[src/rtl/switch_block_cfg_loader.sv]
// Serial configuration loader for bidir_switch_block: shifts a select frame plus CRC-8 into a
// shadow register and commits it to the select bus only when the received CRC matches.
module switch_block_cfg_loader #(
  parameter int unsigned      SEL_W    = 108,
  parameter int unsigned      CRC_W    = 8,
  parameter logic [CRC_W-1:0] CRC_POLY = 8'h07
) (
  input  logic             clk,
  input  logic             rst_n,
  input  logic             cfg_start,
  input  logic             cfg_bit,
  input  logic             cfg_valid,
  output logic             cfg_ready,
  output logic [SEL_W-1:0] select,
  output logic             sel_valid,
  output logic             cfg_done,
  output logic             cfg_err
);

  localparam int unsigned     FrameLen = SEL_W + CRC_W;
  localparam int unsigned     CntW     = $clog2(FrameLen);
  localparam logic [CntW-1:0] LastData = CntW'(SEL_W - 1);
  localparam logic [CntW-1:0] LastBit  = CntW'(FrameLen - 1);

  typedef enum logic [2:0] {
    StIdle,
    StShift,
    StCheck,
    StCommit,
    StErr
  } state_e;

  state_e             state_q, state_d;
  logic [CntW-1:0]    cnt_q, cnt_d;
  logic [SEL_W-1:0]   shadow_q, shadow_d;
  logic [CRC_W-1:0]   crc_q, crc_d;
  logic [CRC_W-1:0]   rx_crc_q, rx_crc_d;
  logic [SEL_W-1:0]   select_q, select_d;
  logic               sel_valid_q, sel_valid_d;
  logic               ready_q, ready_d;
  logic               done_q, done_d;
  logic               err_q, err_d;
  logic               accept;
  logic               fb;

  always_comb begin
    state_d     = state_q;
    cnt_d       = cnt_q;
    shadow_d    = shadow_q;
    crc_d       = crc_q;
    rx_crc_d    = rx_crc_q;
    select_d    = select_q;
    sel_valid_d = sel_valid_q;
    done_d      = 1'b0;
    err_d       = 1'b0;
    // A start pulse outranks any bit presented in the same cycle.
    accept      = cfg_valid && ready_q && (state_q == StShift) && !cfg_start;
    fb          = crc_q[CRC_W-1] ^ cfg_bit;

    unique case (state_q)
      StIdle: state_d = StIdle;
      StShift: begin
        if (accept) begin
          if (cnt_q <= LastData) begin
            shadow_d[cnt_q] = cfg_bit;
            crc_d           = {crc_q[CRC_W-2:0], 1'b0} ^ (fb ? CRC_POLY : '0);
          end else begin
            rx_crc_d = {rx_crc_q[CRC_W-2:0], cfg_bit};
          end
          if (cnt_q == LastBit) begin
            state_d = StCheck;
          end else begin
            cnt_d = cnt_q + CntW'(1);
          end
        end
      end
      StCheck: state_d = (rx_crc_q == crc_q) ? StCommit : StErr;
      StCommit: begin
        select_d    = shadow_q;
        sel_valid_d = 1'b1;
        done_d      = 1'b1;
        state_d     = StIdle;
      end
      StErr: begin
        err_d   = 1'b1;
        state_d = StIdle;
      end
      default: state_d = StIdle;
    endcase

    // Restart from any state; a commit in flight still completes.
    if (cfg_start) begin
      cnt_d    = '0;
      crc_d    = '0;
      rx_crc_d = '0;
      err_d    = 1'b0;
      state_d  = StShift;
    end

    ready_d = (state_d == StShift);
  end

  always_ff @(posedge clk) begin
    if (!rst_n) begin
      state_q     <= StIdle;
      cnt_q       <= '0;
      shadow_q    <= '0;
      crc_q       <= '0;
      rx_crc_q    <= '0;
      select_q    <= '0;
      sel_valid_q <= 1'b0;
      ready_q     <= 1'b0;
      done_q      <= 1'b0;
      err_q       <= 1'b0;
    end else begin
      state_q     <= state_d;
      cnt_q       <= cnt_d;
      shadow_q    <= shadow_d;
      crc_q       <= crc_d;
      rx_crc_q    <= rx_crc_d;
      select_q    <= select_d;
      sel_valid_q <= sel_valid_d;
      ready_q     <= ready_d;
      done_q      <= done_d;
      err_q       <= err_d;
    end
  end

  assign cfg_ready = ready_q;
  assign select    = select_q;
  assign sel_valid = sel_valid_q;
  assign cfg_done  = done_q;
  assign cfg_err   = err_q;

  a_done_err_excl: assert property (@(posedge clk) disable iff (!rst_n) !(done_q && err_q));
  a_ready_in_shift: assert property (@(posedge clk) disable iff (!rst_n)
                                     ready_q |-> (state_q == StShift));
  a_cnt_range: assert property (@(posedge clk) disable iff (!rst_n) cnt_q <= LastBit);

endmodule

[config.mk]
export PLATFORM = sky130hd
export DESIGN_NAME = switch_block_cfg_loader
export DESIGN_NICKNAME = d
export VERILOG_FILES = /design/src/rtl/switch_block_cfg_loader.sv
export SDC_FILE = /design/constraint.sdc
export NUM_CORES = 1
export LEC_CHECK = 0
export BUFFER_PORTS_ARGS = -buffer_cell sky130_fd_sc_hd__buf_2
export CAP_MARGIN = 30
export CORE_MARGIN = 1
export CORE_UTILIZATION = 45
export CTS_CLUSTER_SIZE = 12
export DETAILED_ROUTE_END_ITERATION = 7
export PLACE_DENSITY = 0.62
export RECOVER_POWER = 50
export SLEW_MARGIN = 20
export SYNTH_ARGS = -nofsm -noshare
export SYNTH_HDL_FRONTEND = slang
export SYNTH_SLANG_ARGS = --single-unit
[constraint.sdc]
create_clock -name clk -period 2.9 [get_ports clk]
set_clock_uncertainty 0.05 [all_clocks]
set_input_delay 0 -clock clk [delete_from_list [all_inputs] [get_ports clk]]
set_output_delay 0 -clock clk [all_outputs]
set_load 0.1 [all_outputs]
==> out/results.ini, run 1 <==
[grt]
grt_remaining_overflow = 0
grt_max_degree = 196
grt.total_usage_pct = 23.1
grt_pass1_vias = 7779
gr-usage-met2_pct = 36.7
use_met1_pct = 33.1
gr-usage-met3_pct = 3.43
antenna_found_initial = 0
busiest_layer = met2
grt_pass1_wl_um = 41800

[power_and_ir_drop]
powerDensity_nw_per_um2 = 586
seqPwrFrac_pct = 49.7
p_int_uw = 5400
swShare_pct = 20.7
finalPower_uw = 6810
comb_power_share_pct = 2.3
netSwitchingPower_uw = 1410
p_leak_uw = 0.00376
ir_worst_vdd_mv = 0.428
p_clk_share_pct = 48.0

[clock_network]
root_buffer = clkbuf_16
cts_inserted_buffers = 26
clk_path_buf_depth = 3
cts_hold_buffers = 3
post-cts-setup-buffers = 0
cts_tree = built
cts-resized-gates = 0
clock_sinks = 246
clk_latency_ns = 0.52
cts-htree-levels = 1
path_clk_slew_ns = 0.06

[sta]
setup_viol = 0
max_freq_mhz = 398
slew_viol_final = 0
hold_viol_final = 0
worstMarginPinSlew_ns = 1.19
fin_crit_sh_pct = 86.5
rsz0062_at_grt = false
hold-worst-slack_ns = 0.0392
maxSlewHeadroom_pct = 21.0
finalCriticalPeriod_ns = 2.51
fin_setup_tns_ns = 0

[critical_path]
r2r_cells = 4
start_kind = register
cp.arrival_ns = 2.87
crit_fanout = 21
r2r_setup_slack_ns = 0.39
cp.required_ns = 3.26
critPathKind = register to register
r2r-start = cnt_q[4]
end_kind = register
worstReg2RegEnd = cfg_ready

[final_layout]
num_antenna_cells = 0
final_util_pct = 53.2
fin_area_um2 = 11600
final_nets = 1249
final_common_cell = nand2_1
area_growth_pct = 16.3
most-common-layout-cells = nand2_1, dfxtp_1, a21boi_0, clkbuf_1, nand3_1
drive_above_1_share_pct = 7.46

[placed_design]
dp_hpwl_um = 17100
place_area_um2 = 10900
portBuffers = 116
gp_congestion = 0.826

[die]
initial_core_util_pct = 45.8
core_area_um2 = 21800
die_h_um = 151
rows = 54
io_pins = 117
die_x_um = 151
die-area_um2 = 22800

[synth]
synth_cell_types = 44
synthFlopType = dfxtp_1
synth_seq_cells = 246
synth_edf_count = 0
netlist_instances = 1150
async_flop_share_pct = 0
syn_area_um2 = 9990
avgSynthCellArea_um2 = 8.69
seq_area_frac_synth_pct = 49.3
ys_warn_count = 0
synth_nets = 1156

[detailed_routing]
num_vias = 8427
dr.pass1.iters = 5
drc = 0
first_iter_violations = 659
wl_um = 26400
wl_per_cell_um = 17.1
via_per_inst = 5.47
antenna_left = 0

[run_status]
status = finished clean

[hold_path]
worstHoldPathType = input port to register
min_to = shadow_q[107]
hold_depth = 3
hp-start = cfg_bit

[run]
cap_violations = 0

-- stage by stage --
step           worst slack [ns]  cells
2_1_floorplan             0.389   1150
3_3_place_gp              0.442   1490
3_5_place_dp              0.575   1492
4_1_cts                   0.417   1540
5_1_grt                   0.272   1540
6_report                  0.390   1540
-- cells in the mapped netlist (4+ instances only) --
| cell | number | area (µm²) |
|---|---|---|
| nor3_1 | 8 | 40.0 |
| nor2b_1 | 10 | 62.6 |
| nor2_1 | 16 | 60.1 |
| nand2_1 | 286 | 1070 |
| o211ai_1 | 17 | 128 |
| nand2b_1 | 8 | 50.1 |
| clkbuf_1 | 82 | 308 |
| or3_1 | 4 | 25.0 |
| nor4_2 | 6 | 75.1 |
| a21boi_1 | 6 | 45.0 |
| o21ai_0 | 66 | 330 |
| buf_2 | 6 | 30.0 |
| o31ai_1 | 17 | 128 |
| xnor2_1 | 6 | 52.6 |
| xor2_1 | 9 | 78.8 |
| a21oi_1 | 5 | 25.0 |
| a21boi_0 | 165 | 1240 |
| o41ai_1 | 6 | 52.6 |
| buf_1 | 8 | 30.0 |
| nor4_1 | 13 | 81.3 |
| o311ai_1 | 6 | 52.6 |
| dfxtp_1 | 246 | 4920 |
| mux2i_1 | 38 | 380 |
| nand3_1 | 79 | 395 |
| nand4_1 | 5 | 31.3 |
-- cells by family after synthesis --
logic type,Yosys count,share of synthesized area (%)
muxes,38,3.81
AOI/OAI and AO/OA,295,20.6
xor gates and xnor gates,15,1.31
buffers and inverters,100,3.98
DFF,246,49.3
and+or+nand+nor,455,20.9
adders and majority gates,1,0.125
-- cell type report --
| type | count | area, µm² |
|---|---|---|
| Inverter | 2 | 7.51 |
| Clock buffer | 43 | 806 |
| Multi-Input combinational cell | 804 | 4680 |
| Timing Repair Buffer | 163 | 821 |
| Sequential cell | 246 | 4920 |
| Fill cell | 2104 | 10200 |
| Clock inverter | 2 | 35.0 |
| Tap cell | 280 | 350 |
-- flip-flops by register name (all words and copies together) (netlist names) --
signal and count:
cfg_ready 1, cfg_err 1, cnt_q 7, sel_valid 1
shadow_q 108, crc_q 8, rx_crc_q 8, cfg_done 1
select 108, state_q 3
-- critical path: stages, from the launching register on --
cell           delay (ns)
dfxtp_1              0.78
nand2_1              0.27
or3_1                0.49
o221a_2              0.26
dlygate4sd3_1        0.55
-- how the worst max path moves through the flow --
stage / start / end / slack, ns / depth (start not counted)
after floorplan: cfg_ready / shadow_q[16] / 0.39 / 6
after global placement: cnt_q[2] / shadow_q[66] / 0.44 / 4
after detailed placement: cnt_q[1] / shadow_q[66] / 0.58 / 4
after CTS: cnt_q[4] / cfg_ready / 0.42 / 4
after global routing: cnt_q[4] / cfg_ready / 0.27 / 4
final: cnt_q[4] / cfg_ready / 0.39 / 4
-- power groups by stage --
stage / clock network [µW] / registers (µW) / logic, µW
after global routing: 3470 / 3380 / 166
after global placement: 0 / 3460 / 149
final: 3270 / 3380 / 155
after CTS: 3330 / 3380 / 155
after detailed placement: 0 / 3460 / 151
after floorplan: 0 / 3470 / 108
-- metal layers --
| layer | vias up | share of wire [%] |
|---|---|---|
| met5 | - | 0 |
| met4 | 0 | 1.5 |
| met3 | 34 | 6.0 |
| met2 | 258 | 45 |
| met1 | 3961 | 48 |
| li1 | 4174 | - |
Note: power is estimated with default switching activity, not from simulation.
==> inputs of run 2 (changes only) <==
--- a/config.mk
+++ b/config.mk
@@ -5,6 +5,7 @@
 export SDC_FILE = /design/constraint.sdc
 export NUM_CORES = 1
 export LEC_CHECK = 0
+export ABC_AREA = 1
 export BUFFER_PORTS_ARGS = -buffer_cell sky130_fd_sc_hd__buf_2
 export CAP_MARGIN = 30
 export CORE_MARGIN = 1
==> run 2 against run 1 <==
  * The flow now finishes with violations (capacitance limit, slew limit)
  * Sequential share of layout area shrank 3.1 points
  * Critical path depth is 6 higher
  * Routed wire length increased by 5.0%
  * Combinational power grew 19%
  * First-iteration DRC count is 1.5% lower
  * Cell count up 32%
  * Synthesized area up 12%
  * Count of clock-buffer cells in the layout decreased by 5
  * Critical endpoint is now shadow_q[73]
==> out/results.ini, run 2 <==
[die]
core_area_um2 = 24300  ; +11%
initial_core_util_pct = 46.0  ; +0.17 points
die_h_um = 160  ; +5.7%
rows = 57  ; +5.6%
die-area_um2 = 25500  ; +12%
die_x_um = 160  ; +5.7%
io_pins = 117  ; unchanged

[clock_network]
path_clk_slew_ns = 0.06  ; about the same
post-cts-setup-buffers = 0  ; unchanged
clk_latency_ns = 0.53  ; about the same
clk_path_buf_depth = 3  ; unchanged
cts_tree = built
cts_inserted_buffers = 26  ; unchanged
cts-htree-levels = 1  ; unchanged
clock_sinks = 246  ; unchanged
root_buffer = clkbuf_16

[synth]
syn_area_um2 = 11200  ; +12%
yosys-top-cells-count = nand2_1, nor2_1, dfxtp_1, inv_1, a21oi_1
synth_nets = 1652  ; +43%
synthMostInstantiatedCell = nand2_1
synth_area_leaders = dfxtp_1, nand2_1, nor2_1
synth_cell_types = 27  ; -39%
synth_edf_count = 0  ; unchanged
async_flop_share_pct = 0  ; unchanged
ys_warn_count = 0  ; unchanged
synth_largest_area_cell = dfxtp_1
netlist_instances = 1646  ; +43%
synth_seq_cells = 246  ; unchanged
seq_area_frac_synth_pct = 44.1  ; -5.2 points
synthFlopType = dfxtp_1
yosysTopAreaCellShare_pct = 44.1  ; -5.2 points
avgSynthCellArea_um2 = 6.79  ; -22%

[critical_path]
cp.arrival_ns = 2.74  ; -0.13 ns
crit_fanout = 81  ; +290%
end_kind = register
start_kind = register
cp.required_ns = 3.31  ; +0.05 ns
critPathKind = register to register

[power_and_ir_drop]
ir_worst_vdd_mv = 0.342  ; -20%
finalPower_uw = 6850  ; +0.71%
p_leak_uw = 0.00504  ; +34%
powerDensity_nw_per_um2 = 546  ; -6.7%

[sta]
hold-worst-slack_ns = 0.0563  ; +0.0171 ns
fin_crit_sh_pct = 80.4  ; -6.1 points
fin_setup_tns_ns = 0  ; unchanged
maxSlewHeadroom_pct = -7.71  ; -29 points
max_freq_mhz = 429  ; +7.6%
slew_viol_final = 81  ; +81
finalCriticalPeriod_ns = 2.33  ; -0.177 ns
setup_viol = 0  ; unchanged
hold_viol_final = 0  ; unchanged
rsz0062_at_grt = false
worstMarginPinSlew_ns = 1.62  ; +0.425 ns

[grt]
grt_remaining_overflow = 0  ; unchanged
grt_pass1_vias = 9016  ; +16%
grt_max_degree = 137  ; -30%
grt_pass1_wl_um = 45600  ; +9.2%
grt.total_usage_pct = 21.4  ; -1.7 points
antenna_found_initial = 0  ; unchanged

[detailed_routing]
via_per_inst = 5.02  ; -8.2%
wl_um = 27700  ; +5.0%
dr.pass1.iters = 5  ; unchanged
num_vias = 10200  ; +22%
first_iter_violations = 649  ; -1.5%
antenna_left = 0  ; unchanged
wl_per_cell_um = 13.6  ; -21%
drc = 0  ; unchanged

[final_layout]
register_area_um2 = 4920  ; unchanged
most-common-layout-cells = nand2_1, nor2_1, dfxtp_1, inv_1, a21oi_1
drive_above_1_share_pct = 4.49  ; -3.0 points
final_nets = 1708  ; +37%
multi_input_area_um2 = 4730  ; +1.1%
nFillCells = 2435  ; +16%
num_antenna_cells = 0  ; unchanged
final_common_cell = nand2_1
area_growth_pct = 12.2

[placed_design]
portBuffers = 116  ; unchanged
gp_congestion = 0.844  ; +2.3%
dp_hpwl_um = 17000  ; -0.71%

[hold_path]
worstHoldPathType = input port to register

[run]
cap_violations = 1  ; +1

[run_status]
status = finished, violations left
violations = capacitance limit, slew limit

## run 2: cell types whose count changed after synthesis, sizes merged, moves of 20 or more
cell and change:
a21boi -171, a21oi +119, buf +40, clkbuf -21, inv +248, mux2i -38
nand3 +43, nand4 +111, nor2 +242, nor4 -20, o21ai +51
## run 2: kinds of logic (layout without fill, tap and decap cells)
family | Yosys count | in the layout | synth area share (%)
fa+ha+maj | 1 | 1 | 0.112
buf+inv | 368 | 438 | 13.8
simple gates | 780 | 780 | 30.5
flops | 246 | 246 | 44.1
xor+xnor | 10 | 10 | 0.783
compound gates | 241 | 241 | 10.8
## run 2: repair_timing
action,4_1_cts,5_1_grt
hold buffers,4,0
hold endpoints to repair,27,0
resized for setup,0,0
## run 2: layout make-up
class / count / area share (%)
clock buffers: 38 / 6.11
clock inverters: 4 / 0.558
inverters: 251 / 7.58
multi-input cells: 1032 / 37.7
flip-flops and latches: 246 / 39.2
well taps: 324 / 3.23
repair buffers: 145 / 5.59
## run 2: worst paths after layout
path / start / to / slack (ns) / depth (start not counted)
max: cnt_q[1] / shadow_q[73] / 0.57 / 10
max reg2reg: cnt_q[1] / shadow_q[73] / 0.57 / 10
min: cfg_valid / cnt_q[1] / 0.06 / 5
min reg2reg: shadow_q[27] / select[27] / 0.41 / 2
## run 2: critical path, cell delays in order, from the launching register on
cell	delay, ns
dfxtp_1	0.42
ha_1	0.24
inv_1	0.07
nor2_1	0.17
nand2_2	0.19
nand2_8	0.40
buf_4	0.35
nand3_1	0.11
nand2_1	0.09
inv_1	0.04
nor2_1	0.10
## run 2: power by group
| group | switching (µW) | total, µW | leakage, µW | internal, µW |
|---|---|---|---|---|
| logic | 138 | 185 | 0.00264 | 47.0 |
| registers | 2.72 | 3390 | 0.00198 | 3380 |
| clock network | 1300 | 3280 | 0.000412 | 1980 |
| total | 1440 | 6850 | 0.00504 | 5410 |
## run 2: routing by layer
layer	share of wire [%]	vias to the layer above	GRT usage [%]
met5	0	-	0
met4	1.9	0	6.03
met3	5.4	39	2.91
met2	44	267	34.0
met1	48	4591	30.1
li1	-	5346	-
## run 2: metrics by stage
stage | area [µm²] | util [%] | setup WS [ns] | instances
floorplan | 11200 | - | 0.740 | 1646
global route | 12500 | 51.6 | 0.354 | 2040
CTS | 12700 | 52.4 | 0.649 | 2040
detailed placement | 11900 | 48.8 | 0.643 | 1994
finish | 12500 | 51.6 | 0.567 | 2040
global placement | 11900 | 48.8 | 0.733 | 1994
